==> src/rtl/conv1_feed_ctrl.sv <==
// Frame sequencer for conv1: streams one WIDTHxHEIGHT image from pixel memory into
// the 3x3 line buffer, counts emitted windows and ends the frame on count, timeout or abort.
module conv1_feed_ctrl #(
    parameter  int WIDTH   = 28,
    parameter  int HEIGHT  = 28,
    parameter  int TIMEOUT = 8,
    localparam int NPIX    = WIDTH * HEIGHT,
    localparam int NWIN    = (WIDTH - 2) * (HEIGHT - 2),
    localparam int A_BITS  = $clog2(NPIX),
    localparam int C_BITS  = $clog2(NWIN + 1)
) (
    input  logic              clk,
    input  logic              rst_n,
    input  logic              start,
    input  logic              abort,
    input  logic              hold,
    output logic              mem_rd_en,
    output logic [A_BITS-1:0] mem_addr,
    input  logic [7:0]        mem_rd_data,
    output logic              buf_valid_in,
    output logic [7:0]        buf_pixel_in,
    output logic              buf_rst_n,
    input  logic              buf_valid_out,
    output logic              busy,
    output logic              done,
    output logic              err,
    output logic [C_BITS-1:0] win_count
);

    localparam int T_BITS = $clog2(TIMEOUT);

    typedef enum logic [1:0] {
        S_IDLE  = 2'd0,
        S_FETCH = 2'd1,
        S_DRAIN = 2'd2,
        S_DONE  = 2'd3
    } state_t;

    state_t            state_r;
    state_t            state_s;
    logic [A_BITS-1:0] addr_r;
    logic              valid_in_r;
    logic              brst_r;
    logic [1:0]        abort_cnt_r;
    logic              busy_r;
    logic              done_r;
    logic              err_r;
    logic [C_BITS-1:0] win_r;
    logic [T_BITS-1:0] tmo_r;

    logic              rd_s;
    logic              accept_s;
    logic              abort_s;
    logic              count_s;
    logic              last_rd_s;
    logic              win_hit_s;
    logic              tmo_hit_s;
    logic              err_set_s;
    logic [C_BITS-1:0] win_next_s;

    // FSM state register
    always_ff @(posedge clk or negedge rst_n) begin
        if (!rst_n) begin
            state_r <= S_IDLE;
        end else begin
            state_r <= state_s;
        end
    end

    // FSM next-state logic; abort outranks every other exit from FETCH/DRAIN
    always_comb begin
        state_s = state_r;
        case (state_r)
            S_IDLE:  state_s = accept_s ? S_FETCH : S_IDLE;
            S_FETCH: begin
                if (abort_s) begin
                    state_s = S_DONE;
                end else if (last_rd_s) begin
                    state_s = S_DRAIN;
                end else begin
                    state_s = S_FETCH;
                end
            end
            S_DRAIN: state_s = (abort_s || win_hit_s || tmo_hit_s) ? S_DONE : S_DRAIN;
            S_DONE:  state_s = S_IDLE;
            default: state_s = S_IDLE;
        endcase
    end

    // FSM output/decode logic; the window count takes precedence over a coincident timeout
    always_comb begin
        rd_s     = 1'b0;
        accept_s = 1'b0;
        abort_s  = 1'b0;
        case (state_r)
            S_IDLE:  accept_s = start;
            S_FETCH: begin
                rd_s    = !hold;
                abort_s = abort;
            end
            S_DRAIN: abort_s = abort;
            S_DONE:  rd_s = 1'b0;
            default: rd_s = 1'b0;
        endcase
        count_s    = ((state_r == S_FETCH) || (state_r == S_DRAIN)) && buf_valid_out
                     && !abort && (win_r != C_BITS'(NWIN));
        win_next_s = count_s ? (win_r + C_BITS'(1)) : win_r;
        last_rd_s  = rd_s && (addr_r == A_BITS'(NPIX - 1));
        win_hit_s  = (win_next_s == C_BITS'(NWIN));
        tmo_hit_s  = !buf_valid_out && (tmo_r == T_BITS'(TIMEOUT - 1));
        err_set_s  = (state_r == S_DRAIN) && !abort && !win_hit_s && tmo_hit_s;
    end

    // Address, window count, timeout and status registers
    always_ff @(posedge clk or negedge rst_n) begin
        if (!rst_n) begin
            addr_r     <= {A_BITS{1'b0}};
            valid_in_r <= 1'b0;
            busy_r     <= 1'b0;
            done_r     <= 1'b0;
            err_r      <= 1'b0;
            win_r      <= {C_BITS{1'b0}};
            tmo_r      <= {T_BITS{1'b0}};
        end else begin
            valid_in_r <= rd_s && !abort_s;
            busy_r     <= (state_s == S_FETCH) || (state_s == S_DRAIN);
            done_r     <= (state_s == S_DONE);
            if (accept_s) begin
                addr_r <= {A_BITS{1'b0}};
                win_r  <= {C_BITS{1'b0}};
                err_r  <= 1'b0;
            end else begin
                if (rd_s && !last_rd_s) begin
                    addr_r <= addr_r + A_BITS'(1);
                end
                win_r <= win_next_s;
                err_r <= err_r | err_set_s;
            end
            if ((state_r == S_DRAIN) && !buf_valid_out && !tmo_hit_s) begin
                tmo_r <= tmo_r + T_BITS'(1);
            end else begin
                tmo_r <= {T_BITS{1'b0}};
            end
        end
    end

    // Line-buffer reset: released one clock after rst_n, held low two cycles after abort
    always_ff @(posedge clk or negedge rst_n) begin
        if (!rst_n) begin
            brst_r      <= 1'b0;
            abort_cnt_r <= 2'd0;
        end else if (abort_s) begin
            brst_r      <= 1'b0;
            abort_cnt_r <= 2'd2;
        end else if (abort_cnt_r != 2'd0) begin
            brst_r      <= (abort_cnt_r == 2'd1);
            abort_cnt_r <= abort_cnt_r - 2'd1;
        end else begin
            brst_r      <= 1'b1;
        end
    end

    assign mem_rd_en    = rd_s;
    assign mem_addr     = addr_r;
    assign buf_valid_in = valid_in_r;
    assign buf_pixel_in = mem_rd_data;
    assign buf_rst_n    = brst_r;
    assign busy         = busy_r;
    assign done         = done_r;
    assign err          = err_r;
    assign win_count    = win_r;

endmodule

==> config.mk <==
export PLATFORM = sky130hd
export DESIGN_NAME = conv1_feed_ctrl
export DESIGN_NICKNAME = d
export VERILOG_FILES = /design/src/rtl/conv1_feed_ctrl.sv
export SDC_FILE = /design/constraint.sdc
export NUM_CORES = 1
export LEC_CHECK = 0
export BUFFER_PORTS_ARGS = -buffer_cell sky130_fd_sc_hd__buf_2
export CAP_MARGIN = 20
export CORE_MARGIN = 1
export CORE_UTILIZATION = 29
export DETAILED_ROUTE_END_ITERATION = 10
export PLACE_DENSITY_LB_ADDON = 0.25
export SYNTH_ARGS = -nofsm -noshare
export SYNTH_HDL_FRONTEND = slang
export SYNTH_SLANG_ARGS = --single-unit
export TNS_END_PERCENT = 5
==> constraint.sdc <==
create_clock -name clk -period 2.2 [get_ports clk]
set_input_delay 0.22 -clock clk [delete_from_list [all_inputs] [get_ports clk]]
set_output_delay 0.22 -clock clk [all_outputs]
set_load 0.05 [all_outputs]
==> results.rst, run 1 <==
.. list-table::
   :header-rows: 1

   * - Metric
     - Value
   * - Relative area change from synthesis to final layout
     - 25.9%
   * - Total number of vias
     - 1446
   * - Cell leakage power
     - 1.12 nW
   * - Total of flip-flops plus latches after synthesis
     - 32
   * - Die extent in y
     - about 81 microns
   * - Cells after Synth
     - approximately 180
   * - Path type of the worst setup path
     - flop to flop
   * - Syn_nets
     - 209
   * - Startpoint kind of the worst setup timing path
     - flop
   * - Clock skew
     - 0.00808 ns
   * - Core Rows
     - 28
   * - 1st-pass router iterations
     - 4
   * - Overall power consumption
     - 2.51 mW
   * - Most common cell on crit path
     - sky130_fd_sc_hd__ha_1
   * - CTS HTree Levels
     - 2
   * - Antenna violations before repair
     - 0
   * - Critical-path cell list
     - inv_1 -> ha_1 -> and4bb_1 -> nand4_1 -> mux2_1 -> nor2_2 -> o41ai_2 -> ha_1
   * - Fmax achieved
     - 480 MHz
   * - Post-Route WL
     - 3960 microns
   * - TritonCTS buffer count
     - 5
   * - Class of the tightest hold or removal check
     - input pin to asynchronous set/reset pin
   * - Via count of the first global-routing pass
     - 1367
   * - Worst-skew pair later-pin latency
     - 0.29 ns
   * - Number of nets in the layout
     - 252
   * - Fin crit share
     - 94.7%
   * - Number of routed nets with antenna violations
     - 0
   * - Post-synthesis cell type count
     - 42
   * - Number of antenna diodes
     - 0
   * - Violations in the final reports
     - negative hold slack
   * - Most used DFF post-synth
     - sky130_fd_sc_hd__dfrtp_1
   * - Share of cells above drive strength 1
     - 33.0%
   * - Clock transition at path regs
     - 0.07 ns
   * - Worst-case setup slack after placement
     - between 0.015 and 0.02 ns
   * - Power per Cell Area
     - 1090 nW/um^2
   * - Synth Warn #
     - 0
   * - Async set-or-reset flop fraction in the synthesized netlist
     - 100%
   * - RSZ-0062 raised after global routing
     - no
   * - Largest net degree at the start of global routing
     - 33
   * - Initial standard-cell utilization of the core
     - 30.5%
   * - Worst setup margin
     - 0.117 ns
   * - Sum of overflow across all layers after global routing
     - 0
   * - Final-layout setup total negative slack
     - 0 ns
   * - Max_cap viols
     - 0
   * - DRC violations left
     - 0
   * - Status
     - complete, but fails checks
   * - Vias per std cell
     - 4.79
   * - Cell Area, Synth
     - 1830 sq um
   * - FILL cells
     - 595
   * - Routability Congestion
     - 0.804
   * - Die Outline Area
     - 6630 sq um
   * - Final critical delay including setup and external delays
     - 2.08 ns
   * - R2R cell count
     - 8
   * - Crit path arrival time
     - 2.26 ns
   * - Number of DRC violations after detailed-routing iteration 0
     - 108
   * - Number of enable-type register cells in the synthesized netlist
     - 0
   * - # setup viols final
     - 0
   * - Register-to-Register Setup Slack
     - 0.12 ns
   * - Die X
     - just over 80 microns
   * - Wire length per cell after detailed routing
     - between 10 and 15 microns
   * - Slowest-stage cell, CP
     - sky130_fd_sc_hd__dfrtp_2
   * - Ports
     - 48
   * - Placeable core region
     - 5990 sq um
   * - Critical path required time
     - 2.37 ns
   * - Hold Worst Slack
     - -0.0150 ns
   * - Max-slew violation total from the final report
     - 0
   * - Largest stage delay, worst path
     - 0.45 ns
   * - Count of buffers inserted at the top-level ports
     - 31
   * - Maximum fanout along the worst path
     - 6
   * - Avg Inst Size Synth
     - between 9 and 10 sq um
   * - Clock tree buffer depth
     - 2
   * - Worst slew margin relative to its limit
     - 52.0%
   * - Transition time at the pin with the least slew margin
     - 0.721 ns
   * - CTS root buf
     - sky130_fd_sc_hd__clkbuf_8
   * - Highest ir drop seen on vdd
     - approximately 0.00043 V
   * - Wire length of the first global-routing pass
     - 6510 microns
   * - Final number of hold-violating endpoints
     - 28
   * - GR Util All Layers
     - a little over an eighth
   * - Clock tree from TritonCTS
     - done
   * - Endpoint class of the critical path
     - flop
   * - Half-perimeter wire length after placement
     - 2880 microns
   * - Proportion of synthesized chip area in sequential cells
     - 43.8%
   * - Sink Count
     - 32
-- area by class of cell --
class	instances	area (sq um)	share of cell area [%]
multi-input combinational	131	982	42.7
sequential	32	810	35.2
timing repair buffer	47	275	12.0
tap	75	93.8	4.08
clock buffer	6	72.6	3.15
clock inverter	2	35.0	1.52
inverter	9	33.8	1.47
-- power by group --
group	switching, mW	leakage, nW	internal (mW)	total (mW)
Combinational	0.720	0.642	0.424	1.14
Sequential	0.102	0.422	0.706	0.808
Clock	0.225	0.0552	0.336	0.561
-- cell usage after synthesis, types with 2 or more instances --
library cell / instances / area, sq um
sky130_fd_sc_hd__o21ai_0: 5 / 25.0
sky130_fd_sc_hd__nor2_1: 27 / 101
sky130_fd_sc_hd__and2_1: 5 / 31.3
sky130_fd_sc_hd__o41ai_1: 2 / 17.5
sky130_fd_sc_hd__o211ai_1: 2 / 15.0
sky130_fd_sc_hd__nand4_1: 6 / 37.5
sky130_fd_sc_hd__nand3_1: 8 / 40.0
sky130_fd_sc_hd__nor3_1: 3 / 15.0
sky130_fd_sc_hd__inv_1: 9 / 33.8
sky130_fd_sc_hd__xor2_1: 8 / 70.1
sky130_fd_sc_hd__nor2b_1: 2 / 12.5
sky130_fd_sc_hd__nor4_1: 3 / 18.8
sky130_fd_sc_hd__or3_1: 2 / 12.5
sky130_fd_sc_hd__dfrtp_1: 32 / 801
sky130_fd_sc_hd__and3_1: 3 / 18.8
sky130_fd_sc_hd__buf_4: 8 / 60.1
sky130_fd_sc_hd__nand2_1: 9 / 33.8
sky130_fd_sc_hd__a21oi_1: 6 / 30.0
sky130_fd_sc_hd__clkbuf_1: 2 / 7.51
sky130_fd_sc_hd__xnor2_1: 8 / 70.1
sky130_fd_sc_hd__ha_1: 12 / 150
-- worst max-delay path, delay by kind of cell, from the launching register on --
kind	cells	cell delay, ns
AOI/OAI and AO/OA	1	0.10
adders and majority gates	2	0.43
buffers and inverters	1	0.10
DFF	1	0.45
muxes	1	0.35
and+or+nand+nor	3	0.55
-- registers in the layout, summed over array words and instances (netlist names) --
signal	cells
err	1
buf_rst_n	1
state_r	2
win_count	10
tmo_r	3
mem_addr	10
abort_cnt_r	2
buf_valid_in	1
busy	1
done	1
-- through the flow --
step	instance area [sq um]	util (%)	cells
3_3_place_gp	2160	36.1	293
4_1_cts	2270	37.9	301
2_1_floorplan	1870	-	183
3_5_place_dp	2160	36.1	293
6_report	2300	38.4	302
5_1_grt	2300	38.4	302
-- logic make-up (layout without fill, tap and decap cells) --
kind of cell	after synthesis	after routing	share of synthesized area, %
adder cells (fa/ha/maj)	12	12	8.21
XOR/XNOR	16	16	7.67
AND/OR/NAND/NOR	77	77	22.9
multiplexers	2	2	1.16
AO/OA/AOI/OAI	24	24	10.5
buffers and inverters	20	64	5.82
flip-flops	32	32	43.8
-- final timing paths --
check / start / to
max: win_count[0]$_DFF_PN0_ / busy$_DFF_PN0_
min: rst_n / mem_addr[9]$_DFFE_PN0P_
max reg2reg: win_count[0]$_DFF_PN0_ / busy$_DFF_PN0_
min reg2reg: tmo_r[0]$_DFF_PN0_ / tmo_r[0]$_DFF_PN0_
max in group asynchronous: rst_n / win_count[0]$_DFF_PN0_
min in group clk: abort / abort_cnt_r[0]$_DFFE_PN0P_
-- metal layers --
metal | GRT usage (%) | vias to the layer above | wire length [microns]
li1 | - | 722 | -
met1 | 18.2 | 700 | 1910
met2 | 19.5 | 19 | 1820
met3 | 3.15 | 5 | 162
met4 | 5.18 | 0 | 61
met5 | 0 | - | 0
-- what timing repair did --
item,CTS,global route
endpoints found under the hold margin,0,0
setup buffers,0,1
endpoints found under the setup margin,0,2
resized for setup,0,5
hold buffers,0,0
-- cell usage in the layout (no fill, tap or decap), types with 3 or more instances in the layout --
cell type and n:
sky130_fd_sc_hd__buf_2 31, sky130_fd_sc_hd__clkbuf_8 5, sky130_fd_sc_hd__nand3_1 7, sky130_fd_sc_hd__nand4_1 6
sky130_fd_sc_hd__nor2_1 26, sky130_fd_sc_hd__nand2_1 9, sky130_fd_sc_hd__xor2_1 8, sky130_fd_sc_hd__a21oi_1 6
sky130_fd_sc_hd__buf_4 16, sky130_fd_sc_hd__inv_1 9, sky130_fd_sc_hd__nor3_1 3, sky130_fd_sc_hd__dfrtp_1 25
sky130_fd_sc_hd__o21ai_0 5, sky130_fd_sc_hd__xnor2_1 8, sky130_fd_sc_hd__ha_1 10, sky130_fd_sc_hd__and2_1 5
sky130_fd_sc_hd__dfrtp_2 7, sky130_fd_sc_hd__and3_1 3
Power figures use the tool's default switching activity.
==> run 2: changes to the inputs <==
--- a/config.mk
+++ b/config.mk
@@ -7,6 +7,8 @@
 export LEC_CHECK = 0
 export BUFFER_PORTS_ARGS = -buffer_cell sky130_fd_sc_hd__buf_2
 export CAP_MARGIN = 20
+export CELL_PAD_IN_SITES_DETAIL_PLACEMENT = 1
+export CELL_PAD_IN_SITES_GLOBAL_PLACEMENT = 2
 export CORE_MARGIN = 1
 export CORE_UTILIZATION = 29
 export DETAILED_ROUTE_END_ITERATION = 10
==> results.rst, run 2 (synthesized netlist as in run 1, its figures left out) <==
.. list-table::
   :header-rows: 1

   * - Metric
     - Value
   * - Post-Route WL
     - 4940 microns
   * - Placeable core region
     - 5990 sq um
   * - Endpoint class of the critical path
     - flop
   * - Total cell area at the placement stage
     - 2180 sq um
   * - CTS root buf
     - sky130_fd_sc_hd__clkbuf_8
   * - Power per Cell Area
     - 1100 nW/um^2
   * - Die Outline Area
     - between 6000 and 7000 sq um
   * - Final critical delay including setup and external delays
     - 2.21 ns
   * - Half-perimeter wire length after placement
     - approximately 3600 microns
   * - Sink Count
     - 32
   * - Die extent in y
     - between 80 and 90 microns
   * - Finished Layout Cells
     - about 310
   * - Hold Worst Slack
     - -0.000661 ns
   * - Number of nets in the layout
     - about 260
   * - Worst setup margin
     - -0.00631 ns
   * - CTS HTree Levels
     - 2
   * - Worst slew margin relative to its limit
     - about half
   * - Via count of the first global-routing pass
     - 1636
   * - DRC violations left
     - 0
   * - R2R cell count
     - 9
   * - Worst-skew pair later-pin latency
     - 0.29 ns
   * - Clk pwr share
     - 19.0%
   * - Net switching component of the power
     - around 1.1 mW
   * - Critical path required time
     - 2.36 ns
   * - Slowest-stage cell, CP
     - sky130_fd_sc_hd__dfrtp_2
   * - Number of routed nets with antenna violations
     - 0
   * - Number of DRC violations after detailed-routing iteration 0
     - 38
   * - Path type of the worst setup path
     - flop to flop
   * - Highest ir drop seen on vdd
     - 0.000517 V
   * - Core Rows
     - 28
   * - Clock tree buffer depth
     - 2
   * - Most common cell after layout, fill and taps aside
     - sky130_fd_sc_hd__buf_2
   * - Gate power share
     - between 50 and 60%
   * - Ports
     - 48
   * - Wire length of the first global-routing pass
     - 7850 microns
   * - Vias per std cell
     - 4.89
   * - Fin crit share
     - 100%
   * - Cell leakage power
     - 1.17 nW
   * - Fmax achieved
     - between 400 and 500 MHz
   * - Commonest cells after routing, fill and taps aside
     - sky130_fd_sc_hd__buf_2, sky130_fd_sc_hd__nor2_1, sky130_fd_sc_hd__dfrtp_1, sky130_fd_sc_hd__buf_4
   * - Critical-path cell list
     - buf_4 -> inv_4 -> ha_4 -> and4bb_2 -> nand4_1 -> mux2_4 -> nor2_4 -> o41ai_2 -> ha_1
   * - Register-to-Register Setup Slack
     - -0.006 ns
   * - Cts hold-fix bufs
     - 0
   * - Violations in the final reports
     - negative hold slack, negative setup slack
   * - Max-slew violation total from the final report
     - 0
   * - Crit path arrival time
     - 2.37 ns
   * - Source of the worst register-to-register timing path
     - win_count[1]$_DFF_PN0_
   * - Relative area change from synthesis to final layout
     - 32.0%
   * - Max_cap viols
     - 0
   * - FILL cells
     - 699
   * - Routability Congestion
     - 0.786
   * - GR Util All Layers
     - about 16%
   * - Antenna violations before repair
     - 0
   * - Count of buffers inserted at the top-level ports
     - 31
   * - Wire length per cell after detailed routing
     - 15.9 microns
   * - Endpoint of the worst register-to-register path
     - busy$_DFF_PN0_
   * - Internal Pwr Total
     - about 1.5 mW
   * - Initial standard-cell utilization of the core
     - 30.5%
   * - Number of antenna diodes
     - 0
   * - Startpoint kind of the worst setup timing path
     - flop
   * - RSZ-0062 raised after global routing
     - yes
   * - Clock tree from TritonCTS
     - done
   * - Largest stage delay, worst path
     - a little over 0.4 ns
   * - Proportion of total power due to net switching
     - 42.8%
   * - Total number of vias
     - 1520
   * - Clock skew
     - 0.0137 ns
   * - Status
     - complete, but fails checks
   * - Overall power consumption
     - between 2 and 3 mW
   * - Area of all placed cells without fillers
     - 2410 sq um
   * - Placed Cells
     - approximately 300
   * - Transition time at the pin with the least slew margin
     - 0.754 ns
   * - Largest net degree at the start of global routing
     - 33
   * - Die X
     - a little over 80 microns
   * - Class of the tightest hold or removal check
     - input pin to asynchronous set/reset pin
   * - Share of cells above drive strength 1
     - 39.4%
   * - # setup viols final
     - 1
   * - Sum of overflow across all layers after global routing
     - 0
   * - TritonCTS buffer count
     - 5
   * - Clock transition at path regs
     - 0.07 ns
   * - Fin util
     - between 40% and 50%
   * - Final number of hold-violating endpoints
     - 1
   * - Maximum fanout along the worst path
     - 3
   * - Seq pwr share
     - 30.3%
   * - 1st-pass router iterations
     - 2
-- run 2: changes by cell type in the layout (fill, tap and decap cells not counted), sizes merged --
cell,before,now
clkinv,1,0
buf,47,56
clkbuf,6,8
bufinv,1,0
-- run 2: cell type report --
class                           count  area (sq um)  share of cell area [%]
Multi-Input combinational cell    131          1030                    42.5
Clock buffer                        8           100                    4.15
Tap cell                           75          93.8                    3.89
Inverter                            9          36.3                    1.50
Timing Repair Buffer               56           347                    14.4
Sequential cell                    32           811                    33.6
-- run 2: metrics by stage --
step	hold WS (ns)	TNS, ns	worst slack [ns]
CTS	0.0239	-0.0214	-0.0112
finish	-0.000661	-0.00631	-0.00631
floorplan	-0.0756	0	0.0105
global route	0.0548	-0.0895	-0.0895
global placement	0.338	0	0.0620
detailed placement	0.334	-0.191	-0.160
-- run 2: worst max path at each step --
stage,start,endpoint,slack (ns),cells past startpoint
CTS,state_r[0]$_DFF_PN0_,busy$_DFF_PN0_,-0.01,8
global placement,state_r[1]$_DFF_PN0_,busy$_DFF_PN0_,0.06,8
floorplan,win_count[3]$_DFF_PN0_,busy$_DFF_PN0_,0.01,6
detailed placement,state_r[0]$_DFF_PN0_,busy$_DFF_PN0_,-0.16,8
finish,win_count[1]$_DFF_PN0_,busy$_DFF_PN0_,-0.006,9
global route,state_r[0]$_DFF_PN0_,busy$_DFF_PN0_,-0.09,8
-- run 2: repair_timing --
item,CTS,global route
resized for setup,3,18
setup buffers,0,8
setup endpoints to repair,3,4
pin swaps,1,8
endpoints found under the hold margin,0,0
-- run 2: metal layers --
metal / global-route usage (%) / wire (microns)
met1: 20.4 / 2190
met2: 25.8 / 2500
met3: 2.92 / 167
met4: 7.86 / 78
met5: 0 / 0
-- run 2: power groups by stage --
| stage | registers, mW | logic (mW) | clock network, mW |
|---|---|---|---|
| after floorplan | 1.03 | 0.633 | 0 |
| after CTS | 0.812 | 1.23 | 0.522 |
| after global placement | 0.811 | 1.16 | 0 |
| final | 0.807 | 1.35 | 0.506 |
| after detailed placement | 0.822 | 1.20 | 0 |
| after global routing | 0.823 | 1.49 | 0.549 |
-- run 2: worst max-delay path, delay by kind of cell (launching register included) --
kind                       cells  cell delay, ns
adders and majority gates      2            0.39
muxes                          1            0.25
AOI/OAI and AO/OA              1            0.36
DFF                            1            0.41
and+or+nand+nor                3            0.45
buffers and inverters          2            0.21
